## src/rtl/adder_sched_pkg.sv

```systemverilog
// Shared constants, FSM state type and round-robin helper for the adder scheduler.
package adder_sched_pkg;

    localparam logic [1:0] OP_ADD = 2'b00;
    localparam logic [1:0] OP_SUB = 2'b01;
    localparam logic [1:0] OP_ADC = 2'b10;

    typedef enum logic [1:0] {IDLE, LO, HI, RSP} sched_state_t;

    // On contention the requester that was not served last wins.
    function automatic logic [1:0] rr_pick(input logic [1:0] valid, input logic last);
        logic [1:0] g;
        g = valid;
        if (valid == 2'b11) begin
            g = last ? 2'b01 : 2'b10;
        end
        return g;
    endfunction

endpackage

```

## src/rtl/adder_sched_adder.sv

```systemverilog
// The core's single 8-bit ripple-carry adder with carry-out and signed overflow.
module adder (
    input  logic [7:0] a,
    input  logic [7:0] b,
    input  logic       ci,
    output logic [7:0] y,
    output logic       co,
    output logic       v
);

    logic [8:0] c;

    always_comb begin
        c    = '0;
        y    = '0;
        c[0] = ci;
        for (int i = 0; i < 8; i++) begin
            y[i]   = a[i] ^ b[i] ^ c[i];
            c[i+1] = (a[i] & b[i]) | (c[i] & (a[i] ^ b[i]));
        end
    end

    assign co = c[8];
    // Overflow when the carry into the sign bit differs from the carry out of it.
    assign v  = c[8] ^ c[7];

endmodule

```

## src/rtl/adder_sched.sv

```systemverilog
// Round-robin scheduler sharing one 8-bit adder between two requesters;
// 16-bit operations run as a low pass then a carry-chained high pass.
module adder_sched
    import adder_sched_pkg::*;
#(
    parameter bit RR_INIT = 1'b1
) (
    input  logic        clk,
    input  logic        rst_n,
    input  logic [1:0]  req_valid,
    output logic [1:0]  req_ready,
    input  logic [15:0] req0_a,
    input  logic [15:0] req1_a,
    input  logic [15:0] req0_b,
    input  logic [15:0] req1_b,
    input  logic [1:0]  req0_op,
    input  logic [1:0]  req1_op,
    input  logic        req0_wide,
    input  logic        req1_wide,
    input  logic        req0_cin,
    input  logic        req1_cin,
    output logic        rsp_valid,
    output logic        rsp_id,
    output logic [15:0] rsp_y,
    output logic        rsp_c,
    output logic        rsp_v,
    output logic        rsp_z
);

    sched_state_t state_q;
    logic         last_q;
    logic         id_q;
    logic [15:0]  a_q;
    logic [15:0]  b_q;
    logic [1:0]   op_q;
    logic         wide_q;
    logic         cin_q;
    logic [7:0]   res_lo_q;
    logic         carry_q;
    logic         rsp_valid_q;
    logic         rsp_id_q;
    logic [15:0]  rsp_y_q;
    logic         rsp_c_q;
    logic         rsp_v_q;
    logic         rsp_z_q;

    logic [1:0]   grant;
    logic [7:0]   b_byte;
    logic [7:0]   add_a;
    logic [7:0]   add_b;
    logic         add_ci;
    logic [7:0]   add_y;
    logic         add_co;
    logic         add_v;

    assign grant     = rr_pick(req_valid, last_q);
    assign req_ready = (state_q == IDLE) ? grant : 2'b00;

    // Operand byte follows the pass; the HI pass chains the carry from LO.
    always_comb begin
        add_a  = (state_q == HI) ? a_q[15:8] : a_q[7:0];
        b_byte = (state_q == HI) ? b_q[15:8] : b_q[7:0];
        add_b  = (op_q == OP_SUB) ? ~b_byte : b_byte;
        if (state_q == HI) begin
            add_ci = carry_q;
        end else begin
            case (op_q)
                OP_SUB:  add_ci = 1'b1;
                OP_ADC:  add_ci = cin_q;
                default: add_ci = 1'b0;
            endcase
        end
    end

    adder u_adder (
        .a  (add_a),
        .b  (add_b),
        .ci (add_ci),
        .y  (add_y),
        .co (add_co),
        .v  (add_v)
    );

    always_ff @(posedge clk or negedge rst_n) begin
        if (!rst_n) begin
            state_q     <= IDLE;
            last_q      <= RR_INIT;
            id_q        <= 1'b0;
            a_q         <= '0;
            b_q         <= '0;
            op_q        <= OP_ADD;
            wide_q      <= 1'b0;
            cin_q       <= 1'b0;
            res_lo_q    <= '0;
            carry_q     <= 1'b0;
            rsp_valid_q <= 1'b0;
            rsp_id_q    <= 1'b0;
            rsp_y_q     <= '0;
            rsp_c_q     <= 1'b0;
            rsp_v_q     <= 1'b0;
            rsp_z_q     <= 1'b0;
        end else begin
            case (state_q)
                IDLE: begin
                    if (grant != 2'b00) begin
                        id_q    <= grant[1];
                        a_q     <= grant[1] ? req1_a    : req0_a;
                        b_q     <= grant[1] ? req1_b    : req0_b;
                        op_q    <= grant[1] ? req1_op   : req0_op;
                        wide_q  <= grant[1] ? req1_wide : req0_wide;
                        cin_q   <= grant[1] ? req1_cin  : req0_cin;
                        state_q <= LO;
                    end
                end
                LO: begin
                    res_lo_q <= add_y;
                    carry_q  <= add_co;
                    if (wide_q) begin
                        state_q <= HI;
                    end else begin
                        rsp_valid_q <= 1'b1;
                        rsp_id_q    <= id_q;
                        rsp_y_q     <= {8'h00, add_y};
                        rsp_c_q     <= add_co;
                        rsp_v_q     <= add_v;
                        rsp_z_q     <= (add_y == 8'h00);
                        state_q     <= RSP;
                    end
                end
                HI: begin
                    rsp_valid_q <= 1'b1;
                    rsp_id_q    <= id_q;
                    rsp_y_q     <= {add_y, res_lo_q};
                    rsp_c_q     <= add_co;
                    rsp_v_q     <= add_v;
                    rsp_z_q     <= ({add_y, res_lo_q} == 16'h0000);
                    state_q     <= RSP;
                end
                RSP: begin
                    rsp_valid_q <= 1'b0;
                    last_q      <= rsp_id_q;
                    state_q     <= IDLE;
                end
                default: state_q <= IDLE;
            endcase
        end
    end

    assign rsp_valid = rsp_valid_q;
    assign rsp_id    = rsp_id_q;
    assign rsp_y     = rsp_y_q;
    assign rsp_c     = rsp_c_q;
    assign rsp_v     = rsp_v_q;
    assign rsp_z     = rsp_z_q;

endmodule

```

## config.mk

```make
export PLATFORM = sky130hd
export DESIGN_NAME = adder_sched
export DESIGN_NICKNAME = d
export VERILOG_FILES = /design/src/rtl/adder_sched_pkg.sv /design/src/rtl/adder_sched_adder.sv /design/src/rtl/adder_sched.sv
export SDC_FILE = /design/constraint.sdc
export NUM_CORES = 1
export LEC_CHECK = 0
export BUFFER_PORTS_ARGS = -buffer_cell sky130_fd_sc_hd__buf_2
export CAP_MARGIN = 10
export CORE_ASPECT_RATIO = 1.1
export CORE_UTILIZATION = 53
export DETAILED_ROUTE_END_ITERATION = 12
export PLACE_DENSITY = 0.86
export RECOVER_POWER = 25
export REMOVE_ABC_BUFFERS = 1
export SYNTH_ARGS = -nofsm -noshare
export SYNTH_HDL_FRONTEND = slang
export SYNTH_HIERARCHICAL = 1
export SYNTH_SLANG_ARGS = --single-unit
```

## constraint.sdc

```tcl
create_clock -name clk -period 6.9 [get_ports clk]
set_input_delay 0.69 -clock clk [delete_from_list [all_inputs] [get_ports clk]]
set_output_delay 0.69 -clock clk [all_outputs]
set_load 0.01 [all_outputs]
```

==> Flow_metrics.wiki, run 1 <==
{| class="wikitable"
! Metric !! Value
|-
| Status || complete, but fails checks
|-
| Violations in the final reports || max-capacitance violations, max-slew violations
|-
| Number of synthesized flops with an enable pin || 0
|-
| CP endpoint kind || register
|-
| Critical path data required time || 7190 ps
|-
| Count of nets after finishing || 506
|-
| Maximum vdd drop || 0.306 mV
|-
| Vias in the first global route || 2733
|-
| Height of the die || 89.6 um
|-
| Max-capacitance violation count || 1
|-
| Summed instance area of the synthesized netlist || 3700 um2
|-
| First-pass iteration count of the detailed router || 4
|-
| Async S/R FF share, synth || 100%
|-
| Setup slack of the critical path after layout || 1490 ps
|-
| Fraction of power consumed by the clock network || 13.0%
|-
| Startpoint type of the worst setup path || register
|-
| Post-route clock skew || 8.84 ps
|-
| Fraction of synthesized cell area taken by the top area cell type || 46.7%
|-
| Largest fanout of any net on the critical path || 23
|-
| Clk root buf || sky130_fd_sc_hd__clkbuf_8
|-
| Library cells used by synthesis || 31
|-
| Number of hold buffers added after CTS || 0
|-
| Initial standard-cell utilization of the core || 55.4%
|-
| Buffer levels on the longest clock path || 2
|-
| Average cell area after synthesis || 11.6 um2
|-
| Count of instances resized after the clock tree is built || 0
|-
| Filler cell count in the final layout || 541
|-
| Fraction of power spent switching nets || 40.8%
|-
| Cell types occupying the most area after synthesis || sky130_fd_sc_hd__dfrtp_1, sky130_fd_sc_hd__mux2i_1, sky130_fd_sc_hd__mux2_2
|-
| Cell count after synthesis || 320
|-
| Post-Place Cell Area || 4200 um2
|-
| Switching pwr || 1.07 mW
|-
| Tcrit/Tclk final || 78.4%
|-
| Area Overhead vs Synth || 19.2%
|-
| Most frequently used flop master after synthesis || sky130_fd_sc_hd__dfrtp_1
|-
| FF+latch area || 1750 um2
|-
| Antenna violations before repair || 0
|-
| Tightest Hold Check Type || register to register
|-
| Yosys Warn Count || 6
|-
| Max transition margin || -142%
|-
| Setup Total Neg Slack || 0 ps
|-
| Total number of H-tree levels || 3
|-
| Post-placement setup slack || 1550 ps
|-
| Slew of the pin with the lowest slew margin || 3620 ps
|-
| Footprint of the multi-input gates || 1760 um2
|-
| DRC violation count after routing || 0
|-
| Leading cell types in the layout, fill and taps excluded || sky130_fd_sc_hd__buf_2, sky130_fd_sc_hd__dfrtp_1, sky130_fd_sc_hd__mux2i_1, sky130_fd_sc_hd__nand2_1, sky130_fd_sc_hd__mux2_2
|-
| RSZ-0062 raised after global routing || no
|-
| Die area || 7310 um2
|-
| Floorplan row count || 31
|-
| Buffer count from post-CTS setup fixing || 0
|-
| Total congestion overflow after global routing || 0
|-
| Die width || 81.6 um
|-
| Drt initial violations || 182
|-
| Number of nets with antenna violations after detailed routing || 0
|-
| Most frequent standard cell in the layout excluding fill and tap cells || sky130_fd_sc_hd__buf_2
|-
| Number of buffers added on ports || 98
|-
| Type of the worst setup path || register to register
|-
| FF-to-FF path depth || 18
|-
| Crit path time final || 5410 ps
|-
| Count of endpoints failing setup in the final report || 0
|-
| Sequential area share after synthesis || 47.4%
|-
| Standard cell core area || 6670 um2
|-
| Internal Power || 1.56 mW
|-
| GRT Util Overall || 23.4%
|-
| Via density || 5.30
|-
| Inserted Diodes || 0
|-
| Non-Filler Cell Area, Final || 4410 um2
|-
| CTS tree || done
|-
| Number of clock buffers inserted by TritonCTS || 9
|-
| Share of final-layout standard cells stronger than drive strength 1 || 37.9%
|-
| Weighted congestion at the end of routability-driven global placement || 0.764
|-
| Skew-Pair Late Insertion Delay || 350 ps
|-
| Final routed wirelength across all metal layers || 7650 um
|-
| Number of ports placed on the die boundary || 99
|-
| Clock transition at the registers of the reported paths || 70 ps
|-
| Pin count of the biggest net entering global routing || 73
|-
| Number of vias in the routed layout || 2663
|-
| Slew Limit Fails || 71
|-
| Sequential share of power || 28.8%
|-
| Final hold violations || 0
|-
| Detailed placement HPWL || 5380 um
|-
| Combinational group share of total power || 58.2%
|-
| Number of clock sinks || 70
|-
| Peak Freq || 185 MHz
|-
| Dominant cell type by area after synthesis || sky130_fd_sc_hd__dfrtp_1
|-
| Average wire per cell in the routed design || 15.2 um
|-
| Power per cell area || 597 nW/um2
|-
| Worst EP arrival || 5690 ps
|-
| Wire length of the first global-routing pass || 12500 um
|-
| Cell leakage power || 2.16 nW
|-
| Hold Path Depth || 2
|-
| Post-synthesis sequential element count || 70
|}
-- sequential cells by signal (all words and copies together), names as in the netlist --
register / count
wide_q: 1
rsp_valid: 1
res_lo_q: 8
a_q: 16
rsp_z: 1
state_q: 2
id_q: 1
b_q: 16
carry_q: 1
rsp_c: 1
rsp_y: 16
op_q: 2
last_q: 1
rsp_id: 1
cin_q: 1
rsp_v: 1
-- power groups by stage --
stage                     sequential, mW  clock (mW)  combinational, mW
after floorplan                    0.746           0               1.13
after global placement             0.746           0               1.43
after detailed placement           0.761           0               1.52
after CTS                          0.758       0.345               1.54
after global routing               0.779       0.367               1.70
final                              0.760       0.342               1.53
-- kinds of logic after synthesis --
kind of cell | share of synthesized area [%]
AO/OA/AOI/OAI | 9.81
XOR/XNOR | 2.13
adder cells (fa/ha/maj) | 6.70
buffers and inverters | 5.52
flip-flops | 47.4
multiplexers | 22.9
AND/OR/NAND/NOR | 5.55
-- synthesized netlist by cell type, drive strengths merged, types with 4 or more instances --
master and number:
mux2 36, xnor2 9, buf 10, fa 8, clkbuf 9, a22o 8, mux2i 44, nand2 41
ha 7, inv 17, dfrtp 69, nor4 4, a21oi 5, o21ai 41
-- final cells by class --
| cell class | instances | share of cell area (%) |
|---|---|---|
| inverters | 17 | 1.45 |
| well taps | 82 | 2.33 |
| multi-input cells | 214 | 39.8 |
| flip-flops and latches | 70 | 39.8 |
| clock buffers | 11 | 3.43 |
| clock inverters | 5 | 1.31 |
| repair buffers | 103 | 11.9 |
-- per-stage QoR --
step	power (mW)	utilization [%]	instances	hold slack [ps]
detailed placement	2.28	63.0	486	475
finish	2.63	66.1	502	490
floorplan	1.88	-	301	394
global placement	2.17	63.0	486	469
CTS	2.64	66.1	502	493
global route	2.85	66.1	502	515
-- path summary, 6_finish.rpt --
path / from / end / slack, ps
max: state_q[0] / rsp_y[7] / 1490
min: b_q[15] / b_q[15] / 490
max reg2reg: state_q[0] / rsp_y[7] / 1490
min reg2reg: b_q[15] / b_q[15] / 490
max in group asynchronous: rst_n / rsp_y[7] / 3180
min in group asynchronous: rst_n / b_q[9] / 1670
-- routing by layer --
layer	part of all wire, %	wire [um]	track usage (%)
met1	42	3190	28.0
met2	52	3980	39.8
met3	5.1	387	6.97
met4	1.2	95	8.93
met5	0	0	0
-- worst max-delay path, cell delays in order, from the launching register on --
cell                      delay, ps
sky130_fd_sc_hd__dfrtp_1        410
sky130_fd_sc_hd__inv_1          150
sky130_fd_sc_hd__ha_1           430
sky130_fd_sc_hd__buf_4          390
sky130_fd_sc_hd__mux2_2         390
sky130_fd_sc_hd__fa_1           440
sky130_fd_sc_hd__inv_1           80
sky130_fd_sc_hd__fa_1           160
sky130_fd_sc_hd__inv_1           50
sky130_fd_sc_hd__fa_1           370
sky130_fd_sc_hd__fa_1           390
sky130_fd_sc_hd__fa_1           380
sky130_fd_sc_hd__fa_1           390
sky130_fd_sc_hd__fa_1           410
sky130_fd_sc_hd__inv_1           80
sky130_fd_sc_hd__fa_1           400
sky130_fd_sc_hd__inv_1          120
sky130_fd_sc_hd__mux2_2         160
sky130_fd_sc_hd__mux2_2         130
Note: power is estimated with default switching activity, not from simulation.
==> run 2: changes to the inputs <==
--- a/config.mk
+++ b/config.mk
@@ -5,6 +5,7 @@
 export SDC_FILE = /design/constraint.sdc
 export NUM_CORES = 1
 export LEC_CHECK = 0
+export ABC_AREA = 1
 export BUFFER_PORTS_ARGS = -buffer_cell sky130_fd_sc_hd__buf_2
 export CAP_MARGIN = 10
 export CORE_ASPECT_RATIO = 1.1
==> constraint.sdc (replaced) <==
create_clock -name clk -period 5.44 [get_ports clk]
set_input_delay 0.544 -clock clk [delete_from_list [all_inputs] [get_ports clk]]
set_output_delay 0.544 -clock clk [all_outputs]
set_load 0.01 [all_outputs]
==> run 2 against run 1 <==
The run still ends with max-capacitance violations, max-slew violations left. Design area is 2.8% higher. Register-to-register slack worse by 1200 ps. Via count is 23% higher. Clock skew is 2.6 ps higher. Cell count is 36% higher. Worst hold slack worse by 13 ps. Largest cell class is now flip-flops and latches.
==> Flow_metrics.wiki, run 2 <==
{| class="wikitable"
! Metric !! Value
|-
| Yosys Warn Count || 6
|-
| Async S/R FF share, synth || 100%
|-
| Count of endpoints failing setup in the final report || 0
|-
| Final routed wirelength across all metal layers || 7640 um
|-
| Count of nets after finishing || 683
|-
| Cell family with most CP delay || adder cells
|-
| Post-placement cell count || 666
|-
| Max transition margin || -141%
|-
| Drt initial violations || 157
|-
| Antenna violations before repair || 0
|-
| Crit path time final || 5100 ps
|-
| Largest fanout of any net on the critical path || 23
|-
| Count of instances resized after the clock tree is built || 0
|-
| Clock transition at the registers of the reported paths || 70 ps
|-
| Skew-Pair Late Insertion Delay || 360 ps
|-
| Type of the worst setup path || register to register
|-
| Height of the die || 91.7 um
|-
| Total number of H-tree levels || 3
|-
| Summed instance area of the synthesized netlist || 3880 um2
|-
| Slowest stage cell, crit path || sky130_fd_sc_hd__fa_1
|-
| Average cell area after synthesis || 7.68 um2
|-
| Pin count of the biggest net entering global routing || 75
|-
| Filler cell count in the final layout || 623
|-
| Cell leakage power || 2.54 nW
|-
| CP endpoint kind || register
|-
| Post-placement setup slack || 371 ps
|-
| DRC violation count after routing || 0
|-
| Detailed placement HPWL || 5620 um
|-
| Weighted congestion at the end of routability-driven global placement || 0.779
|-
| Dominant cell by count in the synthesized netlist || sky130_fd_sc_hd__nand2_1
|-
| Most used cell, CP || sky130_fd_sc_hd__fa_1
|-
| Inserted Diodes || 0
|-
| Slowest cell delay on critical path || 430 ps
|-
| Fraction of synthesized cell area taken by the top area cell type || 44.5%
|-
| Power per cell area || 696 nW/um2
|-
| Slew of the pin with the lowest slew margin || 3610 ps
|-
| Die area || 7670 um2
|-
| Average wire per cell in the routed design || 11.2 um
|-
| Worst EP arrival || 5350 ps
|-
| Dominant cell type by area after synthesis || sky130_fd_sc_hd__dfrtp_1
|-
| Startpoint type of the worst setup path || register
|-
| Violations in the final reports || max-capacitance violations, max-slew violations
|-
| Buffer count from post-CTS setup fixing || 0
|-
| Peak Freq || 196 MHz
|-
| Wire length of the first global-routing pass || 13500 um
|-
| Setup Total Neg Slack || 0 ps
|-
| Cell count after synthesis || 505
|-
| Sequential area share after synthesis || 45.2%
|-
| Max-capacitance violation count || 1
|-
| Library cells used by synthesis || 24
|-
| Post-synthesis sequential element count || 70
|-
| Number of ports placed on the die boundary || 99
|-
| Number of nets with antenna violations after detailed routing || 0
|-
| Area Overhead vs Synth || 16.8%
|-
| Synth top cells by count || sky130_fd_sc_hd__nand2_1, sky130_fd_sc_hd__o21ai_0, sky130_fd_sc_hd__inv_1
|-
| RSZ-0062 raised after global routing || no
|-
| Number of vias in the routed layout || 3281
|-
| Number of buffers added on ports || 98
|-
| Status || complete, but fails checks
|-
| Standard cell core area || 7050 um2
|-
| GRT Util Overall || 22.2%
|-
| Slew Limit Fails || 71
|-
| Cell types occupying the most area after synthesis || sky130_fd_sc_hd__dfrtp_1, sky130_fd_sc_hd__nand2_1, sky130_fd_sc_hd__o21ai_0
|-
| Clk root buf || sky130_fd_sc_hd__clkbuf_8
|-
| Die width || 83.6 um
|-
| Leading cell types in the layout, fill and taps excluded || sky130_fd_sc_hd__nand2_1, sky130_fd_sc_hd__buf_2, sky130_fd_sc_hd__o21ai_0, sky130_fd_sc_hd__inv_1, sky130_fd_sc_hd__dfrtp_1
|-
| Number of hold buffers added after CTS || 0
|-
| Share of final-layout standard cells stronger than drive strength 1 || 20.4%
|-
| Post-layout instance count excluding filler cells || 682
|-
| Number of clock sinks || 70
|-
| First-pass iteration count of the detailed router || 4
|-
| Floorplan row count || 32
|-
| Critical path data required time || 5690 ps
|-
| Most frequent standard cell in the layout excluding fill and tap cells || sky130_fd_sc_hd__nand2_1
|-
| Vias in the first global route || 3193
|-
| Tightest Hold Check Type || input pin to register
|-
| Tcrit/Tclk final || 93.7%
|-
| Total congestion overflow after global routing || 0
|-
| Via density || 4.81
|-
| Buffers plus inverters on the worst setup path || 9
|-
| Buffer levels on the longest clock path || 2
|-
| Final hold violations || 0
|-
| Initial standard-cell utilization of the core || 55.1%
|-
| CTS tree || done
|-
| Maximum vdd drop || 0.434 mV
|-
| Setup slack of the critical path after layout || 342 ps
|-
| Post-route clock skew || 11.5 ps
|-
| Most frequently used flop master after synthesis || sky130_fd_sc_hd__dfrtp_1
|-
| Number of clock buffers inserted by TritonCTS || 9
|-
| Number of synthesized flops with an enable pin || 0
|}
-- run 2: area by class of cell --
class                   count  area (um2)  area share (%)
well taps                  85         106            2.35
inverters                  73         274            6.05
flip-flops and latches     70        1750            38.7
clock buffers              15         176            3.89
clock inverters             1        5.00           0.110
repair buffers            104         532            11.7
multi-input cells         334        1680            37.2
-- run 2: path summary, 6_finish.rpt --
kind,from,end,slack [ps],cells past startpoint
max,state_q[0],rsp_z,340,26
min,req1_b[15],b_q[15],480,3
min in group asynchronous,rst_n,b_q[4],1520,2
max reg2reg,state_q[0],rsp_z,340,26
min reg2reg,rsp_y[12],rsp_y[12],480,2
max in group asynchronous,rst_n,a_q[2],1900,2
-- run 2: cells by family (layout without fill, tap and decap cells) --
kind of cell               after synthesis  count (layout)  synth area share (%)
AOI/OAI and AO/OA                      116             116                  15.9
xor gates and xnor gates                 8               8                  1.81
adders and majority gates               15              15                  6.38
buffers and inverters                  101             193                  11.7
DFF                                     70              70                  45.2
muxes                                    1               1                 0.290
and+or+nand+nor                        194             194                  18.8
-- run 2: power by group --
part / total (mW) / switching [mW] / leakage (nW) / internal (mW)
Combinational: 1.84 / 1.17 / 1.58 / 0.675
Sequential: 0.922 / 0.140 / 0.865 / 0.781
Clock: 0.390 / 0.187 / 0.0937 / 0.203
-- run 2: worst register-to-register path: cells and delay by family, from the launching register on --
| family | cells | cell delay (ps) |
|---|---|---|
| adder cells (fa/ha/maj) | 9 | 3130 |
| AND/OR/NAND/NOR | 8 | 460 |
| buffers and inverters | 9 | 990 |
| flip-flops | 1 | 420 |
-- run 2: layer usage --
layer	up-vias	GRT usage (%)	wire [um]
met3	18	4.14	279
met2	85	38.4	3850
li1	1734	-	-
met5	-	0	0
met4	0	11.9	233
met1	1444	26.3	3280
-- run 2: per-stage QoR --
stage	util [%]	power [mW]	hold WS [ps]	cell area, um2
finish	64.3	3.15	477	4530
floorplan	-	2.24	248	3700
detailed placement	61.8	2.78	463	4350
global placement	61.8	2.67	461	4350
global route	64.3	3.49	497	4530
CTS	64.3	3.18	415	4530
